==> src/rtl/ahb_dec_pkg.sv <==
// Shared AHB encodings and default-slave definitions for the address decoder.
// Used by ahb_addr_decoder and ahb_default_slave.
package ahb_dec_pkg;

    typedef enum logic [1:0] {
        HTRANS_IDLE   = 2'b00,
        HTRANS_BUSY   = 2'b01,
        HTRANS_NONSEQ = 2'b10,
        HTRANS_SEQ    = 2'b11
    } htrans_e;

    typedef enum logic {
        HRESP_OKAY  = 1'b0,
        HRESP_ERROR = 1'b1
    } hresp_e;

    typedef enum logic [1:0] {
        DS_IDLE = 2'b00,
        DS_ERR1 = 2'b01,
        DS_ERR2 = 2'b10
    } ds_state_e;

    localparam int unsigned ERR_CNT_W = 8;

    function automatic logic is_active(input logic [1:0] trans);
        return (trans == HTRANS_NONSEQ) || (trans == HTRANS_SEQ);
    endfunction

endpackage

==> src/rtl/ahb_default_slave.sv <==
// Default slave: two-cycle AHB ERROR response for unmapped active transfers,
// plus a saturating count of error responses started.
module ahb_default_slave
    import ahb_dec_pkg::*;
(
    input  logic                 clk_i,
    input  logic                 rst_ni,
    input  logic                 accept_i,
    input  logic                 err_req_i,
    output logic                 active_o,
    output logic                 hready_o,
    output logic                 hresp_o,
    output logic [ERR_CNT_W-1:0] err_cnt_o
);

    ds_state_e             state_q;
    logic                  hready_q;
    logic                  hresp_q;
    logic [ERR_CNT_W-1:0]  cnt_q;
    logic [ERR_CNT_W-1:0]  cnt_d;
    logic                  err_start;

    assign err_start = accept_i && err_req_i;
    assign cnt_d     = (cnt_q == '1) ? cnt_q : cnt_q + 1'b1;

    always_ff @(posedge clk_i or negedge rst_ni) begin
        if (!rst_ni) begin
            state_q  <= DS_IDLE;
            hready_q <= 1'b1;
            hresp_q  <= HRESP_OKAY;
            cnt_q    <= '0;
        end else begin
            case (state_q)
                // ERR2 accepts the next address phase, so it restarts like IDLE
                DS_IDLE, DS_ERR2: begin
                    if (err_start) begin
                        state_q  <= DS_ERR1;
                        hready_q <= 1'b0;
                        hresp_q  <= HRESP_ERROR;
                        cnt_q    <= cnt_d;
                    end else begin
                        state_q  <= DS_IDLE;
                        hready_q <= 1'b1;
                        hresp_q  <= HRESP_OKAY;
                    end
                end
                DS_ERR1: begin
                    state_q  <= DS_ERR2;
                    hready_q <= 1'b1;
                    hresp_q  <= HRESP_ERROR;
                end
                default: begin
                    state_q  <= DS_IDLE;
                    hready_q <= 1'b1;
                    hresp_q  <= HRESP_OKAY;
                end
            endcase
        end
    end

    assign active_o  = (state_q != DS_IDLE);
    assign hready_o  = hready_q;
    assign hresp_o   = hresp_q;
    assign err_cnt_o = cnt_q;

endmodule

==> src/rtl/ahb_addr_decoder.sv <==
// AHB address decoder with data-phase response mux.
// Define AHB_DEC_DEFAULT_SLAVE_EN to add the ERROR-responding default slave.
module ahb_addr_decoder
    import ahb_dec_pkg::*;
#(
    parameter int unsigned NUM_SLAVES = 4,
    parameter int unsigned SEL_W      = 3,
    parameter int unsigned ADDR_W     = 32,
    parameter int unsigned DATA_W     = 32
) (
    input  logic                         HCLK,
    input  logic                         HRESETn,
    input  logic [ADDR_W-1:0]            HADDR,
    input  logic [1:0]                   HTRANS,
    output logic [NUM_SLAVES-1:0]        HSEL,
    input  logic [NUM_SLAVES*DATA_W-1:0] HRDATA_S,
    input  logic [NUM_SLAVES-1:0]        HREADYOUT_S,
    input  logic [NUM_SLAVES-1:0]        HRESP_S,
    output logic [DATA_W-1:0]            HRDATA,
    output logic                         HREADY,
    output logic                         HRESP,
    output logic [ERR_CNT_W-1:0]         ERR_CNT
);

    logic [SEL_W-1:0] addr_idx;
    logic             addr_in_range;
    logic             addr_unmapped;
    logic             unused_addr_bits;

    assign addr_idx         = HADDR[ADDR_W-1 -: SEL_W];
    assign addr_in_range    = ({1'b0, addr_idx} < (SEL_W+1)'(NUM_SLAVES));
    assign addr_unmapped    = is_active(HTRANS) && !addr_in_range;
    assign unused_addr_bits = ^HADDR[ADDR_W-SEL_W-1:0];

    always_comb begin
        HSEL = '0;
        for (int unsigned i = 0; i < NUM_SLAVES; i++) begin
            if (addr_idx == SEL_W'(i)) HSEL[i] = 1'b1;
        end
    end

    logic             valid_q,    valid_d;
    logic [SEL_W-1:0] idx_q,      idx_d;
    logic             unmapped_q, unmapped_d;

    // Capture only on accepted address phases; a wait-stated owner keeps the bus.
    always_comb begin
        valid_d    = valid_q;
        idx_d      = idx_q;
        unmapped_d = unmapped_q;
        if (HREADY) begin
            valid_d    = 1'b1;
            idx_d      = addr_idx;
            unmapped_d = addr_unmapped;
        end
    end

    always_ff @(posedge HCLK or negedge HRESETn) begin
        if (!HRESETn) begin
            valid_q    <= 1'b0;
            idx_q      <= '0;
            unmapped_q <= 1'b0;
        end else begin
            valid_q    <= valid_d;
            idx_q      <= idx_d;
            unmapped_q <= unmapped_d;
        end
    end

    logic              owned;
    logic [DATA_W-1:0] sl_rdata;
    logic              sl_ready;
    logic              sl_resp;

    assign owned = valid_q && !unmapped_q
                && ({1'b0, idx_q} < (SEL_W+1)'(NUM_SLAVES));

    always_comb begin
        sl_rdata = '0;
        sl_ready = 1'b1;
        sl_resp  = HRESP_OKAY;
        for (int unsigned i = 0; i < NUM_SLAVES; i++) begin
            if (owned && (idx_q == SEL_W'(i))) begin
                sl_rdata = HRDATA_S[i*DATA_W +: DATA_W];
                sl_ready = HREADYOUT_S[i];
                sl_resp  = HRESP_S[i];
            end
        end
    end

`ifdef AHB_DEC_DEFAULT_SLAVE_EN
    logic ds_active;
    logic ds_hready;
    logic ds_hresp;

    ahb_default_slave u_default_slave (
        .clk_i     (HCLK),
        .rst_ni    (HRESETn),
        .accept_i  (HREADY),
        .err_req_i (addr_unmapped),
        .active_o  (ds_active),
        .hready_o  (ds_hready),
        .hresp_o   (ds_hresp),
        .err_cnt_o (ERR_CNT)
    );

    always_comb begin
        HRDATA = sl_rdata;
        HREADY = sl_ready;
        HRESP  = sl_resp;
        if (ds_active) begin
            HRDATA = '0;
            HREADY = ds_hready;
            HRESP  = ds_hresp;
        end
    end
`else
    always_comb begin
        HRDATA = sl_rdata;
        HREADY = sl_ready;
        HRESP  = sl_resp;
    end

    assign ERR_CNT = '0;
`endif

endmodule

==> config.mk <==
export PLATFORM = sky130hd
export DESIGN_NAME = ahb_addr_decoder
export DESIGN_NICKNAME = d
export VERILOG_FILES = /design/src/rtl/ahb_dec_pkg.sv /design/src/rtl/ahb_default_slave.sv /design/src/rtl/ahb_addr_decoder.sv
export SDC_FILE = /design/constraint.sdc
export NUM_CORES = 1
export LEC_CHECK = 0
export ABC_AREA = 1
export BUFFER_PORTS_ARGS = -buffer_cell sky130_fd_sc_hd__buf_2
export CAP_MARGIN = 15
export CORE_AREA = 2 2 83 85
export CTS_BUF_LIST = sky130_fd_sc_hd__clkbuf_4
export DETAILED_ROUTE_END_ITERATION = 8
export DIE_AREA = 0 0 85 87
export PLACE_DENSITY = 0.73
export REMOVE_ABC_BUFFERS = 1
export SYNTH_ARGS = -nofsm -noshare
export SYNTH_HDL_FRONTEND = slang
export SYNTH_SLANG_ARGS = --single-unit
==> constraint.sdc <==
create_clock -name HCLK -period 1.65 [get_ports HCLK]
set_input_delay 0.165 -clock HCLK [delete_from_list [all_inputs] [get_ports HCLK]]
set_output_delay 0.165 -clock HCLK [all_outputs]
set_load 0.01 [all_outputs]
# Word level (Yosys, flattened, before mapping)
# Cells that the tools add are included.
[word_totals] register_bits=5 inputBits=172 out_inout_bits=46 elab_cells=41
[classes] n_lt_le_gt_ge=2 eq_ne=8 muxes=16 n_reduce_logical=12
[ops] cell="two-way mux 32 bit" n=4
[ops] cell="== test 3 x 2 -> 1 bit, second input constant" n=4
[ops] cell="two-way mux 1 bit" n=12
[ops] cell="logical AND 1 bit" n=7
[ops] cell="== test 3 x 1 -> 1 bit, second input constant" n=2
[ops] cell="logical NOT 3 bit" n=2
[ops] cell="less-than comparator 3 bit, second input constant" n=2
[ops] cell="== test 2 bit, second input constant" n=2
[ops] cell="logical NOT 1 bit" n=2
[ops] cell="logical OR 1 bit" n=1

# Logic depth before layout (Yosys ltp)
[logic_depth] ltp_word=8 ltp_mapped=9 ltp_nobuf=8

# Least setup slack after synthesis
# No wires, ideal clock.
[synth_timing] kind="register to output" start="reg idx_q[2]" end="out HRDATA[10]" arrival_ps=1133 required_ps=1485 setup_slack_ps=352 path_stages_with_launch=8 path_buffers=2 cell_sequence="dfrtp_1 -> inv_2 -> nand2_1 -> nor2_4 -> buf_4 -> buf_2 -> nand3_1 -> nand4_1"
[synth_between] elab_chain_len=7 word_cells_on_any_way=14 classes_between="order compare (1); eq/ne (3); mux (4); reduce/logical (6)"
[synth_rtl] element="start: declaration" line="ahb_addr_decoder.sv:43" source="logic [SEL_W-1:0] idx_q, idx_d;"
[synth_rtl] element="start signal: assignment" line="ahb_addr_decoder.sv:65" source="idx_q <= idx_d;"
[synth_rtl] element="less-than comparator 3 bit" line="ahb_addr_decoder.sv:76" source="&& ({1'b0, idx_q} < (SEL_W+1)'(NUM_SLAVES));"
[synth_rtl] element="logical AND 1 bit" line="ahb_addr_decoder.sv:76"
[synth_rtl] element="logical AND 1 bit" line="ahb_addr_decoder.sv:83" source="if (owned && (idx_q == SEL_W'(i))) begin"
[synth_rtl] element="two-way mux 32 bit (3 in series)" line="ahb_addr_decoder.sv:83"
[synth_rtl] element="two-way mux 32 bit (*)" line="ahb_addr_decoder.sv:83"
[synth_rtl] element="end: declaration" line="ahb_addr_decoder.sv:19" source="output logic [DATA_W-1:0] HRDATA,"
# Every way passes the cells marked *; elsewhere a longest branch is shown, timed or not.

# Worst setup path after layout
[layout_timing] start="reg idx_q[1]" end="out HRDATA[12]"
# The elaborated chain is that of the path after synthesis.

==> impl_results.md <==
* Status: complete, but fails checks
* Failing checks: negative setup slack
* Max Freq at 590 MHz
* Clk slew on worst S/H paths at 40 ps
* Int Pwr at 0.705 mW
* Vias per cell at 4.74
* Post-synth top area share at 27.4%
* Initial antenna violation count at 0
* ANT cells at 0
* Sequential area share after synthesis at 9.63%
* First-pass GRT wire length at 9450 um
* First-pass iteration count of the detailed router at 4
* Clock Path Buffers at 2
* Placed inst area at 2310 um2
* Combinational share of power at 75.1%
* Die X at 85 um
* Final Slew Violations at 0
* Reg2Reg Setup Slack at 210 ps
* Net Sw Power at 0.555 mW
* Post-DP HPWL at 4600 um
* Crit Path Class: flop to output port
* Wl on met1 at 2780 um
* Vias at 2,452
* Layout Utilization at 44.5%
* Synth warnings at 0
* Total Wirelength at 7040 um
* # port buffers at 179
* Area growth, synth to finish at 125%
* Fin area at 2920 um2
* Top delay family on crit path: buffers and inverters
* Layout Nets at 610
* RR Endpoint: idx_q[1]
* # Max-Cap Violations at 0
* Drt wl/cell at 13.6 um
* Crit-path max cell delay at 430 ps
* CP max FO at 18
* #FFs+latches synth at 5
* Post-layout minimum cycle time at 1690 ps
* Row cnt at 30
* CP startpoint kind: flop
* Routability cong. at 0.752
* Final hold violation count at 0
* CTS sink cnt at 5
* Total Die Area at 7400 um2
* Residual DRC at 0
* Overall Power at 1.26 mW
* Net Sw Frac at 44.1%
* I/O pin count at 218
* Fillers at 664
* Pin count of the biggest net entering global routing at 19
* Crit path cell chain: inv_2 -> nor2_2 -> nand3_2 -> inv_2 -> buf_12 -> nand2_1 -> nand4_1 -> buf_2
* Die extent in y at 87 um
* Distinct cells, synth at 16
* Leak at 1.50 nW
* CP Data Required Time at 1480 ps
* Netlist Area Pre-Place at 1300 um2
* Hold Path End: unmapped_q
* Initial DRC count at 69
* TritonCTS Buffers at 3
* Total track usage at 15.1%
* CTS tree: built
* Met3 WL at 552 um
* Crit path top cell by count: inv_2
* HP Class: input pin to flop
* WL met2 at 3670 um
* Area of the multi-input gates at 1210 um2
* Clock root buffer: clkbuf_4
* Hold depth at 3
* Register area at 128 um2
* Leading area contributor after synthesis: nand3_1
* Fin crit share at 103%
* Unrepaired setup endpoints after global routing: yes
* Routed Antenna Nets at 0
* Area contributors post-synth: nand3_1 (27%), nand2_1 (21%), nand4_1 (16%), dfrtp_1 (9.6%), buf_4 (6.4%)
* Setup crit end kind: output port
* Hold_sp: HTRANS[1]
* Core area at 6570 um2
* Cell count after synthesis at 245
* Worst setup margin at -44.0 ps
* CP Buf/Inv Count at 4
* Flop pwr share at 12.4%
* Synthesized area per cell at 5.30 um2
* Crit path DAT at 1530 ps
* Power per cell area at 431 nW/um2
* Max VDD drop at 0.383 mV
* Crit-path slowest cell: dfrtp_2
* Congestion Overflow GR at 0
* Clock Skew at 0.568 ps
* Vias in the first global route at 2,149
* H-tree depth at 1
* Critical path depth at 8
* R2R cell count at 11
* Starting Density at 19.8%
* Reg-to-Reg Start: idx_q[2]
* Clock power share at 12.4%
* Layout cells sized above 1 at 62.7%
* Setup-failing EPs final at 24
* Highest metal used: met4
* Worst-Skew Late Latency at 240 ps
-- registers in the layout, summed over array words and instances, names as in the netlist --
register,flops
idx_q,3
unmapped_q,1
valid_q,1
-- cells by family (layout without fill, tap and decap cells) --
group | count (synthesis) | after routing | share of synthesized area, %
flops | 5 | 5 | 9.63
buf+inv | 43 | 228 | 17.1
simple gates | 195 | 195 | 72.7
other cells | 2 | 9 | 0.578
-- area by class of cell --
| cell class | instances | area share [%] |
|---|---|---|
| well taps | 80 | 3.42 |
| clock buffers | 4 | 1.03 |
| repair buffers | 209 | 47.8 |
| multi-input cells | 204 | 41.3 |
| flip-flops and latches | 5 | 4.36 |
| inverters | 15 | 2.10 |
-- worst reg2reg max path, stage by stage, from the launching register on --
cell and delay (ps):
dfrtp_1 370, inv_2 60, nand2_2 60, nor2_4 130, buf_12 120, buf_12 110
nand3_2 60, nand3_2 110, nand2_4 60, buf_4 140, nand2_1 50, nand2_1 50
-- cell usage after synthesis --
cell       n
buf_2     15
buf_4     11
clkbuf_1   2
conb_1     2
dfrtp_1    5
inv_1     10
inv_2      5
nand2_1   74
nand2_2    1
nand3_1   71
nand3_2    1
nand4_1   34
nor2_1     4
nor2_2     4
nor2_4     2
nor3_1     4
-- worst max path at each step --
stage / startpoint / endpoint / slack [ps]
2_1_floorplan: idx_q[2] / unmapped_q / -200
3_3_place_gp: unmapped_q / HRDATA[31] / 210
3_5_place_dp: idx_q[1] / HRDATA[12] / 120
4_1_cts: idx_q[2] / HRDATA[12] / -60
5_1_grt: idx_q[1] / HRDATA[3] / -140
6_report: idx_q[1] / HRDATA[12] / -40
-- power groups by stage --
stage / Clock [mW] / Sequential (mW) / Combinational, mW
2_1_floorplan: 0 / 0.152 / 0.299
3_3_place_gp: 0 / 0.153 / 0.679
3_5_place_dp: 0 / 0.154 / 0.693
4_1_cts: 0.163 / 0.153 / 0.805
5_1_grt: 0.169 / 0.158 / 1.02
6_report: 0.156 / 0.157 / 0.947
-- layer usage --
metal / global-route usage (%) / up-vias
li1: - / 1214
met1: 18.1 / 1114
met2: 28.6 / 120
met3: 1.90 / 4
met4: 3.32 / 0
met5: 0 / -
-- timing repair --
item,in CTS,in global routing
endpoints found under the setup margin,33,34
endpoints found under the hold margin,5,0
setup buffers,7,3
cloned,4,5
pin swaps,0,32
hold buffers,1,0
gates resized for setup,10,55
-- metrics by stage --
step	worst slack [ps]	TNS (ps)	hold slack, ps	std cells
6_report	-44.0	-423	162	517
5_1_grt	-139	-3050	175	517
4_1_cts	-61.3	-493	146	509
3_5_place_dp	119	0	-15.7	493
3_3_place_gp	213	0	-20.2	493
2_1_floorplan	-200	-2720	-131	224
-- placed cells by master (no fill, tap or decap), types with 2 or more instances in the layout --
cell type	count
buf_2	178
nand2_1	72
nand3_2	43
nand4_1	34
nand3_1	29
inv_1	9
conb_1	9
buf_12	8
buf_4	7
buf_6	6
inv_2	5
nor2_2	5
nor3_1	4
clkbuf_4	4
buf_16	4
nor2_4	3
clkbuf_16	3
dfrtp_1	3
nand2_2	2
nor2_1	2
dfrtp_2	2
buf_8	2
Note: power is estimated with default switching activity, not from simulation.
